**config.mk**
```make
export PLATFORM = sky130hd
export DESIGN_NAME = pent_dram_seq
export DESIGN_NICKNAME = d
export VERILOG_FILES = /design/src/rtl/pent_dram_seq.sv
export SDC_FILE = /design/constraint.sdc
export NUM_CORES = 1
export LEC_CHECK = 0
export CAP_MARGIN = 20
export CORE_MARGIN = 2
export CORE_UTILIZATION = 50
export CTS_BUF_LIST = sky130_fd_sc_hd__clkbuf_4
export CTS_CLUSTER_DIAMETER = 80
export DETAILED_ROUTE_END_ITERATION = 7
export DONT_BUFFER_PORTS = 1
export PLACE_DENSITY_LB_ADDON = 0.05
export SLEW_MARGIN = 30
export SYNTH_ARGS = -nofsm -noshare
export SYNTH_HDL_FRONTEND = slang
export SYNTH_SLANG_ARGS = --single-unit
```
**constraint.sdc**
```tcl
create_clock -name CLK -period 3 [get_ports CLK]
set_clock_uncertainty 0.1 [all_clocks]
set_input_delay 0.3 -clock CLK [delete_from_list [all_inputs] [get_ports CLK]]
set_output_delay 0.3 -clock CLK [all_outputs]
set_load 0.01 [all_outputs]
```
**src/rtl/pent_dram_seq.sv**
```systemverilog
// Pentagon DRAM cycle sequencer: divides CLK into 8-phase slots, arbitrates each slot
// between video, CPU, refresh and idle, and drives registered RAS/CAS/AMUX/WE and latch strobes.
module pent_dram_seq #(
  parameter int REF_PERIOD = 64
) (
  input  logic       CLK,
  input  logic       RST,
  input  logic       VID_REQ,
  input  logic       MREQ_n,
  input  logic       RFSH_n,
  input  logic       WR_n,
  input  logic       A15,
  input  logic       A14,
  output logic       RAS_n,
  output logic       CAS_n,
  output logic       AMUX,
  output logic       WE_n,
  output logic       VID_LE,
  output logic       CPU_LE,
  output logic       CPU_SLOT,
  output logic       REF_SLOT,
  output logic       CPU_MISS,
  output logic [2:0] PHASE
);

  localparam logic [1:0] S_IDLE = 2'd0;
  localparam logic [1:0] S_VID  = 2'd1;
  localparam logic [1:0] S_CPU  = 2'd2;
  localparam logic [1:0] S_REF  = 2'd3;
  localparam logic [7:0] REF_MAX = 8'(REF_PERIOD);
  localparam logic [7:0] STROBES_OFF = 8'b1101_0000;

  logic [1:0] slot, nslot, dec;
  logic [2:0] nphase;
  logic [7:0] ref_cnt;
  logic       cpu_pend, wr_pend, arm, z80_ref_pend, slot_wr, nwr;
  logic       last, cpu_set, ref_set, forced, cpu_start, ref_start;

  // Packed strobe set for slot type s at phase p: {RAS_n,CAS_n,AMUX,WE_n,VID_LE,CPU_LE,CPU_SLOT,REF_SLOT}
  function automatic logic [7:0] strobes(input logic [1:0] s, input logic [2:0] p, input logic wr);
    logic ras, cas, amux, we, vle, cle;
    logic p16, p26, p36, p15;
    p16 = (p >= 3'd1) && (p <= 3'd6);
    p26 = (p >= 3'd2) && (p <= 3'd6);
    p36 = (p >= 3'd3) && (p <= 3'd6);
    p15 = (p >= 3'd1) && (p <= 3'd5);
    ras = 1'b1; cas = 1'b1; amux = 1'b0; we = 1'b1; vle = 1'b0; cle = 1'b0;
    case (s)
      S_VID, S_CPU: begin
        ras  = !p16;
        amux = p26;
        cas  = !p36;
        vle  = (s == S_VID) && (p == 3'd5);
        cle  = (s == S_CPU) && wr && (p == 3'd5);
        we   = !((s == S_CPU) && !wr && p26);
      end
      S_REF: begin
        // CAS-before-RAS refresh
        cas = !p15;
        ras = !p26;
      end
      default: ;
    endcase
    return {ras, cas, amux, we, vle, cle, (s == S_CPU), (s == S_REF)};
  endfunction

  always_comb begin
    last    = (PHASE == 3'd7);
    nphase  = PHASE + 3'd1;
    // arm blocks re-arming while the Z80 still holds MREQ_n from a served access
    cpu_set = !MREQ_n && RFSH_n && (A15 || A14) && arm;
    ref_set = !MREQ_n && !RFSH_n;
    forced  = (ref_cnt == REF_MAX);
    if (forced)                      dec = S_REF;
    else if (VID_REQ)                dec = S_VID;
    else if (cpu_pend || cpu_set)    dec = S_CPU;
    else if (z80_ref_pend || ref_set) dec = S_REF;
    else                             dec = S_IDLE;
    nslot     = last ? dec : slot;
    nwr       = last ? (cpu_set ? WR_n : wr_pend) : slot_wr;
    cpu_start = last && (dec == S_CPU);
    ref_start = last && (dec == S_REF);
  end

  always_ff @(posedge CLK) begin
    if (RST) begin
      PHASE        <= 3'd0;
      slot         <= S_IDLE;
      slot_wr      <= 1'b1;
      ref_cnt      <= 8'd0;
      cpu_pend     <= 1'b0;
      wr_pend      <= 1'b1;
      arm          <= 1'b1;
      z80_ref_pend <= 1'b0;
      CPU_MISS     <= 1'b0;
      {RAS_n, CAS_n, AMUX, WE_n, VID_LE, CPU_LE, CPU_SLOT, REF_SLOT} <= STROBES_OFF;
    end else begin
      PHASE    <= nphase;
      slot     <= nslot;
      slot_wr  <= nwr;
      {RAS_n, CAS_n, AMUX, WE_n, VID_LE, CPU_LE, CPU_SLOT, REF_SLOT} <= strobes(nslot, nphase, nwr);
      CPU_MISS <= MREQ_n && cpu_pend && !cpu_start;

      if (cpu_start || MREQ_n) cpu_pend <= 1'b0;
      else if (cpu_set)        cpu_pend <= 1'b1;
      if (cpu_set) wr_pend <= WR_n;

      if (cpu_start)   arm <= 1'b0;
      else if (MREQ_n) arm <= 1'b1;

      if (ref_start)    z80_ref_pend <= 1'b0;
      else if (ref_set) z80_ref_pend <= 1'b1;

      if (ref_start)                     ref_cnt <= 8'd0;
      else if (last && ref_cnt != REF_MAX) ref_cnt <= ref_cnt + 8'd1;
    end
  end

endmodule
```
### Word level (Yosys, flattened, before mapping)

Index checks and enable logic that the tools add are counted.

| word-level totals | value |
|---|---|
| register bits | 27 |
| bits in latches | 0 |
| memory bits (writable) | 0 |
| bits in read-only memories | 0 |
| input port bits | 8 |
| output and inout bits | 12 |
| word-level logic and storage cells | 81 |
| memories kept | 0 |

| operators by class | value |
|---|---|
| add/subtract/negate cells | 2 |
| multipliers | 0 |
| div/mod/pow operators | 0 |
| order comparisons | 5 |
| equality and inequality tests | 9 |
| shifts and indexed selects | 0 |
| muxes and demuxes | 11 |
| bitwise gates (word level) | 1 |
| reductions and logical operators | 36 |

Operators with widths:

| operator | count |
|---|---|
| logical AND 1 bit | 18 |
| 2-to-1 mux 2 bit | 5 |
| logical NOT 1 bit | 9 |
| adder 8 x 1 -> 8 bit, second input constant | 1 |
| equality test 2 bit, second input constant | 4 |
| equality test 8 x 7 -> 1 bit, second input constant | 1 |
| != test 8 x 7 -> 1 bit, second input constant | 1 |
| OR reduction 2 bit | 4 |
| equality test 3 bit, second input constant | 2 |
| greater-or-equal comparator 3 x 2 -> 1 bit, second input constant | 2 |
| less-or-equal comparator 3 bit, second input constant | 2 |
| logical OR 1 bit | 4 |
| 2-to-1 mux 1 bit | 4 |
| case mux 1 bit (2 select lines) | 2 |
| adder 3 x 1 -> 3 bit, second input constant | 1 |
| greater-or-equal comparator 3 x 1 -> 1 bit, second input constant | 1 |
| equality test 2 x 1 -> 1 bit, second input constant | 1 |
| nonzero test 2 bit | 1 |
| inverter 1 bit | 1 |

### Depth between registers and ports, before layout

Gate-level depths: netlist (run 1).

| logic depth | value |
|---|---|
| word-level depth | 13 |
| gate-level depth with buffers | 10 |
| mapped depth without buffers | 10 |

### Least setup slack after synthesis (run 1)

No wires, ideal clock.

| path | value |
|---|---|
| path kind | register to register |
| from | register PHASE[0] |
| to | register WE_n |
| setup time | 0.124 ns |
| data arrival time | 2.161 ns |
| required time | 2.776 ns |
| path slack | 0.615 ns |
| stages on the path, launching flop included | 10 |
| path buffers | 0 |
| period minus slack after synthesis | 2.385 ns |
| cells stage by stage | dfxtp_1 ha_1 ha_1 inv_1 a211oi_1 o2bb2ai_1 ha_1 nor2_1 nand2_1 a2111o_1 |

| between the ends | value |
|---|---|
| word-level cells in the longest chain between the ends | 6 |
| elaborated cells on any way between the ends | 16 |
| those cells by class | add/sub: 1; order compare: 2; eq/ne: 3; mux: 2; bitwise: 1; reduce/logical: 7 |

RTL lines:

| element | RTL line | RTL |
|---|---|---|
| start, declared | 23 | `output logic [2:0] PHASE` |
| start signal, assigned | 98 | `PHASE <= nphase;` |
| branches (longest 6 deep; another with adder 3 x 1 -> 3 bit) | -- |  |
| end signal, assigned | 101 | `{RAS_n, CAS_n, AMUX, WE_n, VID_LE, CPU_LE, CPU_SLOT, REF_SLOT} <= strobes(nslot, nphase, nwr);` |
| end, declared | 17 | `output logic WE_n,` |

Parallel ways; which one is timed is not known.
A chain may end at the register's enable or synchronous reset.

### Worst setup path after layout (run 1)

| path | value |
|---|---|
| from | register PHASE[0] |
| to | register CPU_LE |

| between the ends | value |
|---|---|
| word-level cells in the longest chain between the ends | 6 |
| elaborated cells on any way between the ends | 12 |
| those cells by class | add/sub: 1; eq/ne: 4; mux: 2; bitwise: 1; reduce/logical: 4 |

RTL lines:

| element | RTL line | RTL |
|---|---|---|
| equality test 3 bit | 68 | `last = (PHASE == 3'd7);` |
| 2-to-1 mux 2 bit | 79 | `nslot = last ? dec : slot;` |
| equality test 2 x 1 -> 1 bit or equality test 2 bit (tied branches) | 48, 54 |  |
| OR reduction 2 bit | 48 | `case (s)` |
| inverter 1 bit (no source line) | -- |  |
| OR reduction 2 bit (no source line) | -- |  |
| end signal, assigned | 101 |  |
| end, declared | 19 | `output logic CPU_LE,` |

Parallel ways exist; a longest one is shown, timed or not.

==> results of run 1 <==
## cells in the final DEF (no fill, tap or decap), drive strengths merged, types with 2 or more instances in the layout
cell type	n
dfxtp	27
ha	11
nor2	11
inv	8
a211oi	8
nand2	8
nor2b	5
nand3	5
xor2	5
nor3	4
o221ai	3
nand2b	3
clkbuf	3
dlygate4sd3	3
buf	3
o21ai	2
o211ai	2
and4	2
mux2i	2
nand4	2
a21oi	2
or3	2
## cells in the mapped netlist, types with 2 or more instances
cell,n,area (µm²)
dfxtp_1,27,540.5
ha_1,11,137.6
nor2_1,9,33.78
a211oi_1,8,60.06
inv_1,8,30.03
nand2_1,8,30.03
nand3_1,5,25.02
nor2b_1,5,31.28
xor2_1,5,43.79
nor3_1,4,20.02
nand2b_1,3,18.77
o221ai_1,3,26.28
a21oi_1,2,10.01
and4_1,2,17.52
buf_2,2,10.01
clkbuf_1,2,7.510
mux2i_1,2,20.02
nand4_1,2,12.51
o211ai_1,2,15.01
o21ai_2,2,17.52
## routing by layer
metal | track usage, % | share of wire [%] | vias to the layer above
met4 | 2.787 | 0.60 | 0
met5 | 0 | 0 | -
met1 | 22.11 | 49 | 467
met3 | 6.089 | 5.0 | 2
li1 | - | - | 494
met2 | 29.25 | 45 | 19
## cell families (layout without fill, tap and decap cells)
group | after synthesis | in the layout | synth area share (%)
AND/OR/NAND/NOR | 47 | 47 | 21.99
flip-flops | 27 | 27 | 40.95
AO/OA/AOI/OAI | 26 | 26 | 16.40
buffers and inverters | 12 | 18 | 3.602
adder cells (fa/ha/maj) | 11 | 11 | 10.43
XOR/XNOR | 6 | 6 | 3.981
multiplexers | 3 | 3 | 2.654
## per-stage QoR
step	power [mW]	worst slack (ns)	util [%]	hold WS (ns)
2_1_floorplan	0.4250	0.6146	-	0.2716
3_3_place_gp	0.4355	0.4538	54.50	0.2728
3_5_place_dp	0.4365	0.3272	54.50	0.2740
4_1_cts	0.6100	0.3052	56.91	0.02299
5_1_grt	0.6302	0.02615	56.91	0.01239
6_report	0.6013	0.3169	56.91	0.03025
## worst max-delay path by stage
stage                           from  depth (start not counted)      to
after floorplan             PHASE[0]                          9    WE_n
after global placement    ref_cnt[0]                          9  CPU_LE
after detailed placement    PHASE[0]                          9  CPU_LE
after CTS                   PHASE[0]                          9  CPU_LE
after global routing        PHASE[0]                          9  CPU_LE
final                       PHASE[0]                          9  CPU_LE
## final cells by class
| class | instances | area [µm²] |
|---|---|---|
| inverter | 8 | 30.03 |
| clock inverter | 1 | 7.507 |
| sequential | 27 | 540.5 |
| tap | 30 | 37.54 |
| clock buffer | 3 | 22.52 |
| fill | 232 | 1077 |
| multi-input combinational | 93 | 732.0 |
| timing repair buffer | 6 | 52.55 |
## power breakdown
| part | switching [mW] | leakage [nW] | internal [mW] | total (mW) |
|---|---|---|---|---|
| Combinational | 0.0375 | 0.301 | 0.0301 | 0.0675 |
| Sequential | 0.00438 | 0.219 | 0.365 | 0.370 |
| Clock | 0.113 | 0.0139 | 0.0510 | 0.164 |
==> run summary, run 1 <==
Status -> complete, no violations
WS Path Type -> reg2reg
Top reg by flops -> ref_cnt
Pre-antenna DRT Iters -> 4
Residual DRC -> 0
Main synth FF type -> dfxtp_1
Overall routing resource usage -> 17.49%
# rows -> 18
H-tree Lvls -> 1
Synth warn -> 0
Largest net degree at the start of global routing -> 24
Full die area -> 0.003067 mm²
Total CTS buffers -> 3
Post-Syn Area -> 0.001320 mm²
Layout cells sized above 1 -> 12.32%
Endpoints failing hold -> 0
Crit path cell chain -> ha_1 > ha_1 > inv_1 > a211oi_1 > o2bb2ai_1 > ha_1 > nor2_1 > nand2_1 > a2111oi_1
Cell family with most CP delay -> compound AO/OA/AOI/OAI gates
Critical Path Max Stage Delay -> 0.38 ns
WL final -> 2495 µm
Initial antenna violation count -> 0
Cell Area, Placed -> 0.001363 mm²
Yosys reg bits -> 27
Number of global-route vias before repair -> 994
Die Y -> 55.38 µm
DR vias/cell -> 5.845
TritonCTS clock tree -> built
Hold EP -> wr_pend
Design area -> 0.001423 mm²
Worst hold path cell count -> 2
Final ANT Viol Nets -> 0
Critical Path Slowest Stage Cell -> a211oi_1
WP data arrival -> 2.81 ns
Maxcap violations -> 0
Core Box Area -> 0.002500 mm²
Worst path buffer plus inverter count -> 1
Total negative slack -> 0 ns
Final setup violation count -> 0
Startpoint Class -> flop
Slew Viols, Final -> 0
Pwr/cell area -> 422.7 mW/mm²
Cell Count, Final, Fillers Out -> 168
Tmin final -> 2.683 ns
DR iter-0 viols -> 33
Placed Cells -> 161
Number of flops mapped to enable cells by yosys -> 0
Sequential share of the synthesized area -> 40.95%
Unrepaired setup endpoints after global routing -> no
Clock Latency Late Sink -> 0.33 ns
Fmax -> 372.7 MHz
CTS sink count -> 27
Initial Util -> 52.80%
Worst Tran Pin Value -> 0.8463 ns
Clock buffer depth -> 2
IO Pins -> 20
CP required -> 3.13 ns
Syn Inst Count -> 132
Leak pwr -> 0.5341 nW
Worst Hold Class -> in2reg
Chip width -> 55.38 µm
Biggest regs -> ref_cnt x8, PHASE x3, slot x2
Headroom to the max-slew limit -> 43.39%
Asr flop ratio synth -> 0%
R2R depth -> 9
P&R area growth vs syn -> 7.772%
Synthesized net count -> 151
Worst-path clk slew -> 0.16 ns
IO buf count -> 0
Flop-to-flop setup slack -> 0.32 ns
Maximum VDD drop -> 0.0003249 V
DR vias -> 982
Wire per inst -> 14.85 µm
Hold-fix buffers, CTS -> 3
Root buffer cell -> clkbuf_4
Placer Congestion -> 0.7499
Setup bufs post-CTS -> 0
Post-synth cell types -> 40
Max FFs per register -> 8
Synthesized area per cell -> 10.00 µm²
Post-cts gate resize count -> 0
Cell mode on critical path -> ha_1
FF-to-FF Start -> PHASE[0]
Worst-path fanout max -> 11
Setup crit end kind -> flop
R2r endpoint -> CPU_LE
# diodes -> 0
Nets@finish -> 158
First-pass GRT wire length -> 4381 µm
GRT overflow -> 0
Final period util -> 89.44%
Worst hold start -> WR_n
(Power assumes the default switching activity.)
==> inputs of run 2 (changes only) <==
Settings changed: ABC_AREA set to 1.
==> run summary, run 2 <==
Setup slack at placement -> 0.6725 ns
Initial antenna violation count -> 0
Detailed Place HPWL -> 1909 µm
Final ANT Viol Nets -> 0
Setup bufs post-CTS -> 0
Critical Path Slowest Stage Cell -> dfxtp_1
Cell family with most CP delay -> adder cells
DR iter-0 viols -> 34
WP data arrival -> 2.43 ns
Tmin final -> 2.319 ns
Crit path cell chain -> ha_1 > ha_1 > inv_2 > nor2_8 > a21oi_2 > ha_1 > nor3_1 > nand3_1
Worst Tran Pin Value -> 0.3844 ns
Synth area leaders -> dfxtp_1 (39%), ha_1 (9.9%), inv_1 (9.7%)
Most frequent cells in the layout -> inv_1 (36), nand2_1 (31), dfxtp_1 (27), nor2_1 (18), nand3_1 (14)
Critical Path Max Stage Delay -> 0.51 ns
Synthesized net count -> 199
Wire per inst -> 11.48 µm
Commonest non-fill, non-tap cell in the layout -> inv_1
Maxcap violations -> 0
Initial Util -> 51.48%
Sequential share of the synthesized area -> 38.74%
Total negative slack -> 0 ns
Critical Path Start -> PHASE[0]
H-tree Lvls -> 1
Met1 Use GR -> 21.12%
First-pass GRT wire length -> 4264 µm
Placer Congestion -> 0.7512
Synth warn -> 0
Biggest regs -> ref_cnt x8, PHASE x3, slot x2
WS Path Type -> reg2reg
Die Y -> 56.82 µm
Clock buffer depth -> 2
Met3 GRT Util -> 3.226%
Headroom to the max-slew limit -> 74.29%
Fmax -> 431.1 MHz
TritonCTS clock tree -> built
Chip width -> 56.82 µm
Clock Latency Late Sink -> 0.32 ns
Post-Syn Area -> 0.001395 mm²
Worst-path fanout max -> 14
Core Box Area -> 0.002710 mm²
Post-synth top cells -> inv_1 (36), nand2_1 (31), dfxtp_1 (27)
Main synth FF type -> dfxtp_1
Pwr/cell area -> 401.6 mW/mm²
Number of flops mapped to enable cells by yosys -> 0
Setup WS post-layout -> 0.6806 ns
Endpoints failing hold -> 0
Syn Inst Count -> 180
DR vias/cell -> 4.916
Hold EP -> CPU_MISS
GRT overflow -> 0
Final setup violation count -> 0
FF-to-FF Start -> PHASE[0]
R2r endpoint -> WE_n
DR vias -> 1,052
Post-synth top area share -> 38.74%
Cell mode on critical path -> ha_1
CP required -> 3.11 ns
Worst path buffer plus inverter count -> 1
Worst hold start -> MREQ_n
# diodes -> 0
Busiest grt layer -> met2
Maximum VDD drop -> 0.0002477 V
Worst-path clk slew -> 0.14 ns
Unrepaired setup endpoints after global routing -> no
Leak pwr -> 0.6514 nW
Worst Hold Class -> in2reg
P&R area growth vs syn -> 4.125%
Overall routing resource usage -> 16.95%
Post-synth cell types -> 29
CTS sink count -> 27
Pre-antenna DRT Iters -> 4
Most frequent cell after synthesis -> inv_1
Full die area -> 0.003229 mm²
Number of global-route vias before repair -> 1,012
Synth area leader -> dfxtp_1
FILL cells -> 284
Total CTS buffers -> 3
Worst hold path cell count -> 2
Status -> complete, no violations
Startpoint Class -> flop
Setup crit end kind -> flop
WL final -> 2456 µm
Synthesized area per cell -> 7.750 µm²
Yosys reg bits -> 27
IO buf count -> 0
IO Pins -> 20
# rows -> 19
Largest net degree at the start of global routing -> 16
Final period util -> 77.31%
R2R depth -> 8
Residual DRC -> 0
Slew Viols, Final -> 0
Root buffer cell -> clkbuf_4
GRT met2 Usage -> 29.07%
Nets@finish -> 203
Max FFs per register -> 8
Asr flop ratio synth -> 0%
Flop-to-flop setup slack -> 0.68 ns
Layout cells sized above 1 -> 16.39%
Top reg by flops -> ref_cnt
## run 2: cell types whose count changed in the layout (fill, tap and decap cells not counted), sizes merged, moves of 3 or more
| cell | previous run | this run |
|---|---|---|
| nand3 | 5 | 14 |
| inv | 8 | 37 |
| nand2b | 3 | 0 |
| nor2b | 5 | 0 |
| nand2 | 8 | 34 |
| nor2 | 11 | 32 |
| o21ai | 2 | 6 |
| a211oi | 8 | 0 |
| o221ai | 3 | 0 |
| buf | 3 | 0 |
## run 2: cell type report
| class | count | area [µm²] | area share (%) |
|---|---|---|---|
| well taps | 31 | 38.79 | 2.670 |
| clock buffers | 3 | 22.52 | 1.550 |
| flip-flops and latches | 27 | 540.5 | 37.21 |
| clock inverters | 1 | 5.005 | 0.3445 |
| inverters | 37 | 138.9 | 9.561 |
| repair buffers | 1 | 10.01 | 0.6891 |
| multi-input cells | 114 | 696.9 | 47.98 |
## run 2: power by group
part / internal (mW) / total, mW / leakage [nW] / switching, mW
sequential: 0.366 / 0.373 / 0.219 / 0.00779
clock: 0.0500 / 0.158 / 0.0177 / 0.108
combinational: 0.0182 / 0.0523 / 0.415 / 0.0341
total: 0.434 / 0.583 / 0.651 / 0.150
## run 2: metal layers
metal  wire (µm)  up-vias
li1            -      557
met1        1164      472
met2        1167       19
met3          94        4
met4          29        0
met5           0        -
## run 2: repair_timing
item,CTS,global route
resized for setup,0,0
hold buffers,1,0
endpoints found under the hold margin,11,0
## run 2: cells by family (layout without fill, tap and decap cells)
group	after synthesis	in the layout	synth area share [%]
buffers and inverters	39	42	11.30
AO/OA/AOI/OAI	13	13	6.637
flip-flops	27	27	38.74
AND/OR/NAND/NOR	86	86	30.40
adder cells (fa/ha/maj)	11	11	9.865
XOR/XNOR	4	4	3.050
## run 2: worst max-delay path by stage
stage                       to  cells past startpoint
after global placement    WE_n                      8
final                     WE_n                      8
after global routing      WE_n                      8
after floorplan           WE_n                     10
after CTS                 WE_n                      8
after detailed placement  WE_n                      8
## run 2: through the flow
stage                     cells  hold slack, ns  util (%)  area, µm²  power, mW
after floorplan             180          0.3423         -       1395     0.4223
after global placement      209          0.2698     52.22       1415     0.4296
after detailed placement    209          0.2733     52.22       1415     0.4315
after CTS                   214        0.003879     53.60       1453     0.5946
after global routing        214         0.01754     53.60       1453     0.6130
final                       214         0.01580     53.60       1453     0.5833
## run 2: worst register-to-register path: cells and delay by family, from the launching register on
family | cells | cell delay (ns)
AOI/OAI and AO/OA | 1 | 0.12
DFF | 1 | 0.51
buffers and inverters | 1 | 0.11
and+or+nand+nor | 3 | 0.60
adders and majority gates | 3 | 0.77
